--- src/rtl/acorn_init128.sv ---
// ACORN-128 v3 initialization: loads key/IV, runs 1792 init steps from a zero state, holds the result.
// Define ACORN_INIT_UNROLL2_EN to run two chained steps per cycle (896-cycle latency).
module acorn_init128 (
  input  logic         clk,
  input  logic         rst,
  input  logic         start,
  input  logic [127:0] key_in,
  input  logic [127:0] iv_in,
  output logic         busy,
  output logic         done,
  output logic         state_valid,
  output logic [292:0] state_out,
  output logic [10:0]  step_count
);

  typedef enum logic [1:0] {IDLE, RUN, HOLD} fsm_t;

  localparam logic [10:0] LAST_STEP = 11'd1792;
`ifdef ACORN_INIT_UNROLL2_EN
  localparam logic [10:0] STEP_INC = 11'd2;
`else
  localparam logic [10:0] STEP_INC = 11'd1;
`endif

  fsm_t         fsm;
  logic [127:0] key_q;
  logic [127:0] iv_q;
  logic [292:0] s_next;
  logic [10:0]  count_next;

  function automatic logic maj(input logic x, input logic y, input logic z);
    return (x & y) ^ (x & z) ^ (y & z);
  endfunction

  function automatic logic ch(input logic x, input logic y, input logic z);
    return (x & y) ^ (~x & z);
  endfunction

  // Message bit for step i: key, then IV, then a flipped K_0, then the key repeated.
  function automatic logic msg_bit(input logic [10:0] i, input logic [127:0] k,
                                   input logic [127:0] v);
    if (i < 11'd128)       return k[i[6:0]];
    else if (i < 11'd256)  return v[i[6:0]];
    else if (i == 11'd256) return ~k[0];
    else                   return k[i[6:0]];
  endfunction

  // One init step with ca = cb = 1; the feedback taps are applied in order before ks/f.
  function automatic logic [292:0] acorn_step(input logic [292:0] s_in, input logic m);
    logic [292:0] s;
    logic         ks;
    logic         f;
    s = s_in;
    s[289] = s[289] ^ s[235] ^ s[230];
    s[230] = s[230] ^ s[196] ^ s[193];
    s[193] = s[193] ^ s[160] ^ s[154];
    s[154] = s[154] ^ s[111] ^ s[107];
    s[107] = s[107] ^ s[66]  ^ s[61];
    s[61]  = s[61]  ^ s[23]  ^ s[0];
    ks = s[12] ^ s[154] ^ maj(s[235], s[61], s[193]) ^ ch(s[230], s[111], s[66]);
    f  = s[0] ^ ~s[107] ^ maj(s[244], s[23], s[160]) ^ s[196] ^ ks;
    return {f ^ m, s[292:1]};
  endfunction

  always_comb begin
    s_next     = acorn_step(state_out, msg_bit(step_count, key_q, iv_q));
`ifdef ACORN_INIT_UNROLL2_EN
    s_next     = acorn_step(s_next, msg_bit(step_count + 11'd1, key_q, iv_q));
`endif
    count_next = step_count + STEP_INC;
  end

  always_ff @(posedge clk or negedge rst) begin
    if (!rst) begin
      fsm         <= IDLE;
      key_q       <= '0;
      iv_q        <= '0;
      busy        <= 1'b0;
      done        <= 1'b0;
      state_valid <= 1'b0;
      state_out   <= '0;
      step_count  <= '0;
    end else begin
      done <= 1'b0;
      case (fsm)
        IDLE, HOLD: begin
          if (start) begin
            key_q       <= key_in;
            iv_q        <= iv_in;
            state_out   <= '0;
            step_count  <= '0;
            state_valid <= 1'b0;
            busy        <= 1'b1;
            fsm         <= RUN;
          end
        end
        RUN: begin
          state_out  <= s_next;
          step_count <= count_next;
          if (count_next == LAST_STEP) begin
            fsm         <= HOLD;
            busy        <= 1'b0;
            done        <= 1'b1;
            state_valid <= 1'b1;
          end
        end
        default: fsm <= IDLE;
      endcase
    end
  end

endmodule

--- config.mk ---
export PLATFORM = sky130hd
export DESIGN_NAME = acorn_init128
export DESIGN_NICKNAME = d
export VERILOG_FILES = /design/src/rtl/acorn_init128.sv
export SDC_FILE = /design/constraint.sdc
export NUM_CORES = 1
export LEC_CHECK = 0
export BUFFER_PORTS_ARGS = -buffer_cell sky130_fd_sc_hd__buf_2
export CELL_PAD_IN_SITES_DETAIL_PLACEMENT = 0
export CELL_PAD_IN_SITES_GLOBAL_PLACEMENT = 2
export CORE_ASPECT_RATIO = 0.9
export CORE_UTILIZATION = 31
export DETAILED_ROUTE_END_ITERATION = 7
export PLACE_DENSITY = 0.83
export SETUP_SLACK_MARGIN = 0.4
export SYNTH_ARGS = -nofsm -noshare
export SYNTH_HDL_FRONTEND = slang
export SYNTH_SLANG_ARGS = --single-unit
--- constraint.sdc ---
create_clock -name clk -period 2.7 [get_ports clk]
set_clock_uncertainty 0.15 [all_clocks]
set_input_delay 0.27 -clock clk [delete_from_list [all_inputs] [get_ports clk]]
set_output_delay 0.27 -clock clk [all_outputs]
set_load 0.02 [all_outputs]
**Word level (Yosys, flattened, before mapping)**

Index checks and enable logic that the tools add are counted.

- ROM bits: 0
- Latch bits: 0
- Memories kept: 0
- Memory bits (writable): 0
- Register bits: 565
- Bits of input ports: 259

- Reductions and logical operators: 7
- Bitwise gates (word level): 36
- Eq/ne operators: 6
- Shift operators: 0
- $lt $le $gt $ge: 3
- Muxes and demuxes: 22
- $add $sub $neg: 1
- Div/mod/pow operators: 0
- Multiply operators: 0

Operators by type and width:

| kind | number |
|---|---|
| case mux 293 bit (2 select lines) | 1 |
| two-way mux 293 bit | 1 |
| XOR 1 bit | 25 |
| case mux 11 bit (2 select lines) | 1 |
| binary-select mux 1 bit (select 7 bit) | 2 |
| adder 11 x 1 -> 11 bit, second input constant | 1 |
| == test 11 bit, second input constant | 1 |
| == test 11 x 9 -> 1 bit, second input constant | 1 |
| less-than comparator 11 x 8 -> 1 bit, second input constant | 1 |
| less-than comparator 11 x 9 -> 1 bit, second input constant | 1 |
| two-way mux 1 bit | 11 |
| two-way mux 11 bit | 1 |
| bitwise AND 1 bit | 8 |
| less-than comparator 7 x 8 -> 1 bit, second input constant | 1 |
| AND reduction 2 bit | 3 |
| two-way mux 2 bit | 2 |
| inequality test 2 bit, second input constant | 2 |
| case mux 1 bit (2 select lines) | 2 |
| case mux 2 bit (2 select lines) | 1 |
| NOT 1 bit | 3 |
| AND reduction 3 bit | 1 |
| == test 2 x 1 -> 1 bit, second input constant | 1 |
| == test 2 bit, second input constant | 1 |
| zero test 2 bit | 1 |
| other kinds (2) | 2 |

**Depth between registers and ports, before layout**

- Depth in word-level cells: 10
- Gate-level depth with buffers: 14
- Depth with buffers taken out: 10

**Worst setup path before layout**

No wires, ideal clock.

- Path type: reg2reg
- Start: register step_count[0]
- End: register state_out[292]
- Data required time: 2.419 ns
- Period minus slack after synthesis: 2.921 ns
- Stages on the path, launching flop included: 10
- Buffers on the path: 1
- Path slack: -0.221 ns
- Data arrival time: 2.639 ns
- Cells stage by stage: dfrtp_1 > buf_6 > mux4_1 > mux4_2 > a22oi_1 > nand3_1 > a21oi_2 > nor3_1 > mux2i_1 > or3_1

- Cells in the longest elaborated chain, start to end: 7

RTL lines:

| what | RTL line | text |
|---|---|---|
| start, declared | 13 | `output logic [10:0] step_count` |
| start signal, assigned | 99 | `step_count <= count_next;` |
| binary-select mux 1 bit (select 7 bit) | 42, 45 |  |
| two-way mux 1 bit (not written as such) | 42, 45 |  |
| two-way mux 1 bit | 44 | `else if (i == 11'd256) return ~k[0];` |
| two-way mux 1 bit | 43 | `else if (i < 11'd256) return v[i[6:0]];` |
| two-way mux 1 bit * | 42 | `if (i < 11'd128) return k[i[6:0]];` |
| XOR 1 bit * | 62 | `return {f ^ m, s[292:1]};` |
| case mux 293 bit (2 select lines) * | 85 | `case (fsm)` |
| end signal, assigned | 98 | `state_out <= s_next;` |
| end, declared | 12 | `output logic [292:0] state_out,` |

Mark *: on every way between the ends. The rest lies on a longest branch, timed or not. The select of a mux whose other input is x is not followed.
A chain may end at the register's enable or synchronous reset.

**Final worst setup path**

Ends and elaborated chain as after synthesis.

==> out/qor_table.md <==
| Group | Metric | Reported |
|:---|:---|:---|
| worst setup path | Critical Path Start Type | register |
| drt | Routed wire length | 76700 µm |
| synth | Warning count from the yosys run | 0 |
| finish | Fraction of layout cells with a size suffix above 1 | 28.7% |
| floorplanning | Chip Height | 261 µm |
| timing | RSZ-0062 raised after global routing | true |
| job | Max-cap violations | 0 |
| finish | Number of nets in the layout | 3176 |
| pwr | Power Density | 880 nW/µm² |
| synth | Most instantiated flip-flop cell in the synthesis netlist | sky130_fd_sc_hd__dfrtp_1 |
| worst setup path | Launch point of the worst reg-to-reg path | step_count[0]$_DFFE_PN0P_ |
| placed design | PortBufs | 565 |
| synth | Commonest cells in the netlist | sky130_fd_sc_hd__nand2_1 (804), sky130_fd_sc_hd__dfrtp_1 (565), sky130_fd_sc_hd__a22o_1 (290) |
| worst setup path | Critical setup path kind | register to register |
| floorplanning | Top-level port count | 566 |
| synth | Gate count after technology mapping | 2077 |
| timing | Final max-slew violation count | 0 |
| global route | Maximum number of pins on one net before global-route repair | 166 |
| finish | Non-filler instance count after layout | 3926 |
| cts | Number of H-tree branching levels | 2 |
| synth | Number of distinct library cells after synthesis | 55 |
| global route | Number of global-route vias before repair | 19600 |
| floorplanning | Number of rows in the core area | 94 |
| finish | Total non-filler cell area in the finished layout | 32400 µm² |
| floorplanning | Full die area | 75500 µm² |
| worst setup path | CP Capture Type | register |
| synth | Number of enable-type register cells in the synthesized netlist | 0 |
| synth | Area contributors post-synth | sky130_fd_sc_hd__dfrtp_1 (61%), sky130_fd_sc_hd__nand2_1 (13%), sky130_fd_sc_hd__a22o_1 (11%) |
| timing | Setup-violating endpoint count in the final report | 5 |
| global route | Remaining Overflow, GRT | 0 |
| finish | Filler Cells Inserted | 6890 |
| drt | Remaining design rule violation count | 0 |
| cts | Clk_lat worst skew | 620 ps |
| floorplanning | Core region area | 73400 µm² |
| finish | Register area | 14100 µm² |
| drt | Routed WL per cell | 19.5 µm |
| drt | Iteration-0 DRC Markers | 1309 |
| floorplanning | Horizontal extent of the die | 289 µm |
| placed design | Placed cell areas | 27500 µm² |
| global route | Global-route wire length before repair | 117000 µm |
| cts | Clock Tree Root | sky130_fd_sc_hd__clkbuf_16 |
| synth | Flip-flop and latch count after synthesis | 565 |
| synth | Post-synthesis async set-or-reset flop share | 100% |
| timing | Min cycle time layout | 2990 ps |
| drt | Via density per instance | 4.93 |
| pwr | Static leakage power | 17.0 nW |
| worst setup path | Data arrival, critical path | 3340 ps |
| finish | Utilization after layout | 44.1% |
| floorplanning | Initial core utilization | 31.4% |
| timing | Worst-margin pin slew | 719 ps |
| worst setup path | Required time worst endpoint | 3040 ps |
| placed design | Final HPWL from detailed placement | 53400 µm |
| placed design | Pre-CTS setup slack | -398 ps |
| drt | DR vias | 19400 |
| finish | Area growth from synthesis to layout | 40.4% |
| worst setup path | Maximum fanout along the worst path | 7 |
| global route | Initial antenna violation count | 4 |
| global route | Total routing resource utilization after global routing | 19.9% |
| worst setup path | R2r endpoint | state_out[292]$_DFFE_PN0P_ |
| outcome | Violated checks | negative setup slack |
| synth | Post-synth top area share | 61.3% |
| timing | Max Fclk | 0.334 GHz |
| synth | Syn_nets | 2338 |
| timing | Final sum of negative setup slack | -662 ps |
| synth | Post-synthesis sequential area ratio | 61.3% |
| timing | Worst relative slew slack | 52.1% |
| worst setup path | Reg-to-reg setup timing slack | -290 ps |
| cts | Clk sink count | 565 |
| pwr | Maximum vdd drop | 0.542 mV |
| cts | Max Root-Sink Buffers | 3 |
| placed design | Cells after DPL | 3551 |
| timing | Hold slack final | 67.3 ps |
| cts | TritonCTS clock tree | done |
| outcome | Outcome | finished with violations |
| timing | Post-route worst setup slack | -293 ps |
| finish | Multi-input combinational cell area | 8270 µm² |
| synth | Post-synth design cell area | 23000 µm² |
| cts | Worst-path clk slew | 60 ps |
| synth | Count leader, synth | sky130_fd_sc_hd__nand2_1 |
| timing | Final clock period utilization by the worst path | 111% |
| placed design | Final GP Congestion | 0.848 |
| worst setup path | R2R depth | 9 |
| timing | Number of endpoints with negative hold slack in the final report | 0 |
| synth | Average size of a mapped cell | 11.1 µm² |
| synth | Library cell occupying the most area in the post-synthesis netlist | sky130_fd_sc_hd__dfrtp_1 |
| pwr | Post-route total power | 28.5 mW |
| cts | Clock buffers created by TritonCTS | 60 |
| min path | Worst hold-check path type | input pin to async pin |
| drt | Detailed Routing Iterations Pass 1 | 6 |
| drt | ANT nets after route | 0 |
==> cell families (layout without fill, tap and decap cells) <==
family / count (synthesis) / after routing / synth area share, %
buffers and inverters: 161 / 1048 / 2.97
xor gates and xnor gates: 21 / 21 / 0.798
adders and majority gates: 4 / 4 / 0.195
other: 0 / 2 / 0
and+or+nand+nor: 873 / 873 / 14.8
DFF: 565 / 565 / 61.3
muxes: 88 / 88 / 6.85
AOI/OAI and AO/OA: 365 / 365 / 13.1
==> registers in the layout, indices dropped and copies added, names as in the netlist <==
name,cells
busy,1
done,1
fsm,2
iv_q,128
key_q,128
state_out,293
state_valid,1
step_count,11
==> worst max path at each step <==
stage | from | endpoint | slack [ps] | cells after the start
finish | step_count[0]$_DFFE_PN0P_ | state_out[292]$_DFFE_PN0P_ | -290 | 9
global route | step_count[0]$_DFFE_PN0P_ | state_out[292]$_DFFE_PN0P_ | -410 | 9
CTS | step_count[0]$_DFFE_PN0P_ | state_out[292]$_DFFE_PN0P_ | -320 | 9
detailed placement | step_count[0]$_DFFE_PN0P_ | state_out[292]$_DFFE_PN0P_ | -400 | 8
global placement | step_count[0]$_DFFE_PN0P_ | state_out[292]$_DFFE_PN0P_ | -360 | 9
floorplan | step_count[0]$_DFFE_PN0P_ | state_out[292]$_DFFE_PN0P_ | -70 | 9
==> power by group <==
group	internal, mW	switching [mW]	leakage, nW
logic	3.89	4.19	8.49
clock network	5.21	3.62	1.03
registers	10.2	1.33	7.44
==> area by class of cell <==
type	count	share of cell area, %
multi-input combinational	1351	25.6
antenna	2	0.0155
inverter	6	0.0696
clock buffer	77	5.21
clock inverter	34	1.38
sequential	565	43.7
timing repair buffer	931	20.3
tap	960	3.71
==> critical path, cell delays in order, from the launching register on <==
cell and delay, ps:
sky130_fd_sc_hd__dfrtp_4 510, sky130_fd_sc_hd__buf_6 140, sky130_fd_sc_hd__mux4_2 520, sky130_fd_sc_hd__mux4_2 510, sky130_fd_sc_hd__a22oi_2 170, sky130_fd_sc_hd__nand3_1 100, sky130_fd_sc_hd__a21oi_2 200, sky130_fd_sc_hd__nor3_2 70
sky130_fd_sc_hd__mux2i_1 120, sky130_fd_sc_hd__or3_1 380
==> what timing repair did <==
item / in CTS / in global routing
setup endpoints to repair: 10 / 10
pin swaps: 0 / 1
setup buffers: 1 / 3
gates resized for setup: 9 / 6
hold endpoints to repair: 556 / 0
gates cloned: 0 / 0
hold buffers: 258 / 0
==> cells in the final DEF (no fill, tap or decap), types with 3 or more instances in the layout <==
| cell | netlist | routed |
|---|---|---|
| sky130_fd_sc_hd__o21ai_1 | 24 | 24 |
| sky130_fd_sc_hd__mux4_2 | 42 | 49 |
| sky130_fd_sc_hd__nand3_1 | 11 | 10 |
| sky130_fd_sc_hd__clkinvlp_4 | 0 | 8 |
| sky130_fd_sc_hd__buf_2 | 7 | 564 |
| sky130_fd_sc_hd__o221ai_1 | 7 | 7 |
| sky130_fd_sc_hd__nand4_1 | 3 | 3 |
| sky130_fd_sc_hd__dlygate4sd3_1 | 0 | 258 |
| sky130_fd_sc_hd__clkinv_2 | 0 | 9 |
| sky130_fd_sc_hd__nor3_1 | 9 | 8 |
| sky130_fd_sc_hd__mux2_2 | 4 | 4 |
| sky130_fd_sc_hd__bufinv_16 | 0 | 8 |
| sky130_fd_sc_hd__or3_1 | 3 | 3 |
| sky130_fd_sc_hd__clkbuf_1 | 124 | 5 |
| sky130_fd_sc_hd__buf_12 | 0 | 27 |
| sky130_fd_sc_hd__inv_1 | 5 | 5 |
| sky130_fd_sc_hd__clkbuf_16 | 0 | 60 |
| sky130_fd_sc_hd__xor2_1 | 6 | 6 |
| sky130_fd_sc_hd__clkinv_4 | 0 | 3 |
| sky130_fd_sc_hd__o31ai_1 | 3 | 3 |
| sky130_fd_sc_hd__nand2b_1 | 8 | 7 |
| sky130_fd_sc_hd__buf_4 | 0 | 78 |
| sky130_fd_sc_hd__dfrtp_1 | 565 | 562 |
| sky130_fd_sc_hd__nand3b_1 | 3 | 3 |
| sky130_fd_sc_hd__o22ai_1 | 9 | 9 |
| sky130_fd_sc_hd__mux2_1 | 3 | 3 |
| sky130_fd_sc_hd__mux2i_1 | 29 | 29 |
| sky130_fd_sc_hd__and2_1 | 4 | 4 |
| sky130_fd_sc_hd__nor2_1 | 15 | 13 |
| sky130_fd_sc_hd__clkbuf_8 | 0 | 12 |
| sky130_fd_sc_hd__a31oi_1 | 7 | 7 |
| sky130_fd_sc_hd__a21oi_1 | 7 | 7 |
| sky130_fd_sc_hd__o21ai_0 | 4 | 4 |
| sky130_fd_sc_hd__xnor2_1 | 15 | 15 |
| sky130_fd_sc_hd__mux4_1 | 10 | 3 |
| sky130_fd_sc_hd__a22o_1 | 290 | 290 |
| sky130_fd_sc_hd__nand2_1 | 804 | 804 |
| sky130_fd_sc_hd__inv_6 | 0 | 3 |
==> routing by layer <==
layer  wire [µm]  up-vias  global-route usage, %
met5          13        -                      0
met4        2330        2                   6.48
met3        4760      129                   3.75
met2       36700      637                   32.7
met1       32800     9761                   26.3
li1            -     8834                      -
(Power assumes the default switching activity.)
